**src/rtl/vram_sprite_line_reader.sv**
```systemverilog
// vram_sprite_line_reader: fetches one 256-bit sprite line from VRAM and streams
// it out as 32 8-bit pixels over a valid/ready handshake.
// Optional feature: define VRAM_SPRITE_READER_FLIP_EN to honour req_flip_h
// (horizontal mirror, output pixel k = line byte 31-k).
module vram_sprite_line_reader #(
    parameter int unsigned READ_LATENCY = 1,
    parameter int unsigned PIXEL_W      = 8
) (
    input  logic               clk,
    input  logic               rst_n,
    input  logic               req_valid,
    output logic               req_ready,
    input  logic [5:0]         req_sprite,
    input  logic [4:0]         req_row,
    input  logic               req_flip_h,
    output logic [11:0]        read_addr,
    input  logic [255:0]       read_data,
    output logic               pix_valid,
    input  logic               pix_ready,
    output logic [PIXEL_W-1:0] pix_data,
    output logic               pix_last
);

    localparam int unsigned LINE_W  = 256;
    localparam int unsigned NUM_PIX = LINE_W / PIXEL_W;
    localparam int unsigned IDX_W   = 5;
    localparam int unsigned CNT_W   = 3;
    localparam int unsigned ADDR_W  = 12;

    typedef enum logic [1:0] {
        IDLE   = 2'd0,
        FETCH  = 2'd1,
        STREAM = 2'd2
    } state_t;

    state_t              state;
    logic [IDX_W-1:0]    idx;
    logic [CNT_W-1:0]    cnt;
    logic [LINE_W-1:0]   line_buf;
    logic [IDX_W-1:0]    idx_next;

`ifdef VRAM_SPRITE_READER_FLIP_EN
    logic flip;
`else
    localparam logic flip = 1'b0;
    logic flip_h_unused;
    assign flip_h_unused = req_flip_h;
`endif

    // Buffer byte shown for output position i; mirroring reads byte 31-i (= ~i).
    function automatic logic [PIXEL_W-1:0] pixel_at(input logic [LINE_W-1:0] line_v,
                                                    input logic [IDX_W-1:0]  i,
                                                    input logic              mirror);
        logic [IDX_W-1:0] sel;
        sel = mirror ? ~i : i;
        return line_v[32'(sel) * PIXEL_W +: PIXEL_W];
    endfunction

    assign idx_next = idx + IDX_W'(1);

    // Request accept, VRAM fetch wait and pixel streaming.
    always_ff @(posedge clk or negedge rst_n) begin
        if (!rst_n) begin
            state     <= IDLE;
            req_ready <= 1'b0;
            read_addr <= '0;
            pix_valid <= 1'b0;
            pix_data  <= '0;
            pix_last  <= 1'b0;
            idx       <= '0;
            cnt       <= '0;
            line_buf  <= '0;
`ifdef VRAM_SPRITE_READER_FLIP_EN
            flip      <= 1'b0;
`endif
        end else begin
            case (state)
                IDLE: begin
                    req_ready <= 1'b1;
                    if (req_valid && req_ready) begin
                        read_addr <= ADDR_W'({req_sprite, req_row});
`ifdef VRAM_SPRITE_READER_FLIP_EN
                        flip      <= req_flip_h;
`endif
                        req_ready <= 1'b0;
                        cnt       <= CNT_W'(READ_LATENCY);
                        state     <= FETCH;
                    end
                end

                FETCH: begin
                    if (cnt != '0) begin
                        cnt <= cnt - CNT_W'(1);
                        // counter hits zero on this edge: line data is valid now
                        if (cnt == CNT_W'(1)) begin
                            line_buf <= read_data;
                        end
                    end else begin
                        state     <= STREAM;
                        idx       <= '0;
                        pix_valid <= 1'b1;
                        pix_data  <= pixel_at(line_buf, '0, flip);
                        pix_last  <= 1'b0;
                    end
                end

                STREAM: begin
                    if (pix_ready) begin
                        if (idx == IDX_W'(NUM_PIX - 1)) begin
                            pix_valid <= 1'b0;
                            pix_last  <= 1'b0;
                            idx       <= '0;
                            req_ready <= 1'b1;
                            state     <= IDLE;
                        end else begin
                            idx      <= idx_next;
                            pix_data <= pixel_at(line_buf, idx_next, flip);
                            pix_last <= (idx_next == IDX_W'(NUM_PIX - 1));
                        end
                    end
                end

                default: begin
                    state     <= IDLE;
                    req_ready <= 1'b0;
                    pix_valid <= 1'b0;
                    pix_last  <= 1'b0;
                    idx       <= '0;
                end
            endcase
        end
    end

endmodule

```
**config.mk**
```make
export PLATFORM = sky130hd
export DESIGN_NAME = vram_sprite_line_reader
export DESIGN_NICKNAME = d
export VERILOG_FILES = /design/src/rtl/vram_sprite_line_reader.sv
export SDC_FILE = /design/constraint.sdc
export NUM_CORES = 1
export LEC_CHECK = 0
export ABC_AREA = 1
export CELL_PAD_IN_SITES_DETAIL_PLACEMENT = 0
export CELL_PAD_IN_SITES_GLOBAL_PLACEMENT = 1
export CORE_ASPECT_RATIO = 0.9
export CORE_UTILIZATION = 34
export DETAILED_ROUTE_END_ITERATION = 7
export PLACE_DENSITY_LB_ADDON = 0.12
export SLEW_MARGIN = 20
export SYNTH_ARGS = -nofsm -noshare
export SYNTH_HDL_FRONTEND = slang
export SYNTH_SLANG_ARGS = --single-unit
```
**constraint.sdc**
```tcl
create_clock -name clk -period 2.2 [get_ports clk]
set_input_delay 0.55 -clock clk [delete_from_list [all_inputs] [get_ports clk]]
set_output_delay 0.55 -clock clk [all_outputs]
set_load 0.005 [all_outputs]
```
==> metrics.cfg <==
[cts]
cts_buffers = 35
h-tree-depth = 2
insertion_delay_ns = 0.52
clock-root-buffer = clkbuf_16
post_cts_buffers = 0
clockBufferDepth = 3
clk_pin_slew_worst_paths_ns = 0.06
tritoncts = built
numClockSinks = 288

[timing]
rsz0062_at_grt = yes
slew_viol_final = 0
relSlewSlack_pct = 62.9
fin_crit_ns = 2.16
tightest_slew_ns = 0.557
final_hold_viol_count = 0
post-route-period-util_pct = 98.1
setup_viol = 0
fin_skew_ns = 0.00968
max_freq_ghz = 0.463

[synth]
seq_area_frac_synth_pct = 52.1
synthArstFlopShare_pct = 100
syn_nets = 2047
synth_top_area_share_pct = 52.1
yosysWarnings = 0
synth_area_per_cell_um2 = 7.81
synth.distinct_cells = 23
synth_ff_type = dfrtp_1
synth_edf_count = 0
synthDominantAreaCellType = dfrtp_1
yosys-top-cells-count = 311 x nand2_1, 288 x dfrtp_1, 268 x nor2_1, 263 x inv_1, 246 x a21oi_1
yosysMostFrequentCell = nand2_1
ys_ff_latch = 288
synth_area_leaders = dfrtp_1 52%, a21oi_1 8.9%, nand2_1 8.4%
syn-cell-area_um2 = 13800
synthCells = 1769

[die]
die_area_um2 = 41500
io_pins = 295
rows = 69
start_util_pct = 34.7
die_y_um = 193
dieWidth_um = 215
coreArea_um2 = 39800

[worst_setup_path]
worstSetupPathType = flop to flop
crit_fanout = 33
crit_arrival_ns = 2.57
crit_required_ns = 2.61
end_kind = flop
startpoint_type = flop
r2r_start = idx[0]
cp-startpoint = idx[0]

[route]
first_pass_iters = 5
antenna_left = 0
route.detailed.drc = 0
wire_per_inst_um = 16.8
drt_iter0_drc = 790
drt_wl_total_um = 43500
routed_via_density = 4.70
vias = 12184

[power]
p_leak_uw = 0.00921
p_int_uw = 15400
power.net_switching_uw = 9150
swShare_pct = 37.3
peakVddDrop_mv = 0.614
p_total_uw = 24500
p_seq_share_pct = 35.3
p_comb_share_pct = 41.7
p_per_area_nw_per_um2 = 1310
p_clk_share_pct = 23.0

[status]
status = finished clean

[finish]
diodes = 0
syn_to_final_growth_pct = 35.7
layout.cells.non_filler = 2593
num-fill-cells = 4030
fin_util_pct = 47.1
drive_gt1_share_pct = 7.08
fin_area_um2 = 18800
fin_nets = 2318

[placement]
post_dp_cell_area_um2 = 17600
dp_hpwl_um = 31000
io_buffers = 292
dp.cells = 2534
routabilityCongestion = 0.848

[global_routing]
antenna_found_initial = 4
grt_max_degree = 80
grt_pass1_wl_um = 68000
grt_pass1_vias = 12050
grt_usage_pct = 20.9
grt_overflow = 0

[worst_hold_path]
worstHoldPathType = input port to async pin

[flow_run]
maxCapViolations = 0

-- cell usage in the layout, fill, tap and decap left out, drive strengths merged --
master	synthesis	layout
dlygate4sd3	0	1
nor2	272	272
inv	266	266
xor2	2	2
buf	64	50
clkinvlp	0	2
o22ai	2	2
a21oi	246	246
conb	1	1
clkbuf	44	54
o21ai	9	9
bufinv	0	1
ha	6	6
nand3	213	213
mux2	33	33
nand4	2	2
dfrtp	288	288
nand2	311	311
xnor2	1	1
clkinv	0	1
o211ai	9	9
clkdlybuf4s50	0	291
-- flip-flops by register name, summed over array words and instances (netlist names) --
register,flops
req_ready,1
idx,5
cnt,3
read_addr,11
state,2
pix_last,1
pix_valid,1
line_buf,256
pix_data,8
-- metrics by stage --
| stage | hold WS, ns | setup TNS, ns | setup WS, ns |
|---|---|---|---|
| 3_5_place_dp | 0.409 | 0 | 0.0565 |
| 5_1_grt | 0.466 | -0.149 | -0.0292 |
| 3_3_place_gp | 0.406 | 0 | 0.0821 |
| 2_1_floorplan | 0.254 | 0 | 0.000123 |
| 6_report | 0.466 | 0 | 0.0414 |
| 4_1_cts | 0.455 | 0 | 0.0431 |
-- power groups by stage --
stage / sequential (uW) / combinational (uW) / clock [uW]
after floorplan: 8560 / 6270 / 0
after global placement: 8680 / 10200 / 0
after detailed placement: 8770 / 10300 / 0
after CTS: 8680 / 10400 / 5820
after global routing: 8930 / 11500 / 6030
final: 8660 / 10200 / 5640
-- repair_timing --
item,4_1_cts,5_1_grt
hold buffers,1,0
endpoints found under the hold margin,16,0
setup endpoints to repair,0,7
gates resized for setup,0,2
-- worst paths after layout --
check / to / slack, ns / cells past startpoint
max: pix_data[5] / 0.04 / 11
min: line_buf[137] / 0.47 / 2
max reg2reg: pix_data[5] / 0.04 / 11
min reg2reg: idx[4] / 0.50 / 2
max in group asynchronous: line_buf[78] / 1.07 / 3
min in group clk: idx[4] / 0.50 / 2
-- cell families (layout without fill, tap and decap cells) --
family / count (synthesis) / in the layout / share of synthesized area, %
xor gates and xnor gates: 3 / 3 / 0.299
other: 1 / 1 / 0.0271
muxes: 33 / 33 / 2.69
and+or+nand+nor: 798 / 798 / 23.7
adders and majority gates: 6 / 6 / 0.543
DFF: 288 / 288 / 52.1
buffers and inverters: 374 / 666 / 10.8
AOI/OAI and AO/OA: 266 / 266 / 9.84
-- final cells by class --
cell class	count	area, um2	area share (%)
multi-input cells	1107	5170	27.6
flip-flops and latches	288	7210	38.4
clock buffers	54	1060	5.65
clock inverters	4	50.0	0.267
well taps	532	666	3.55
inverters	266	1000	5.33
repair buffers	342	3610	19.2
-- per-layer routing --
layer | share of wire (%) | vias up | track usage (%)
met5 | 0.13 | - | 0
met4 | 1.7 | 8 | 4.74
met3 | 4.8 | 62 | 3.73
met2 | 45 | 265 | 32.3
met1 | 48 | 5791 | 30.5
li1 | - | 6058 | -
-- worst max-delay path: stages (launching register included) --
cell and delay, ns:
dfrtp_4 0.50, ha_1 0.23, buf_4 0.17, xor2_4 0.18
buf_12 0.22, nand3_1 0.24, nand3_1 0.16, nand2_1 0.09
nand2_1 0.07, nand3_1 0.08, nand2_1 0.06, inv_1 0.04
Power figures use the tool's default switching activity.
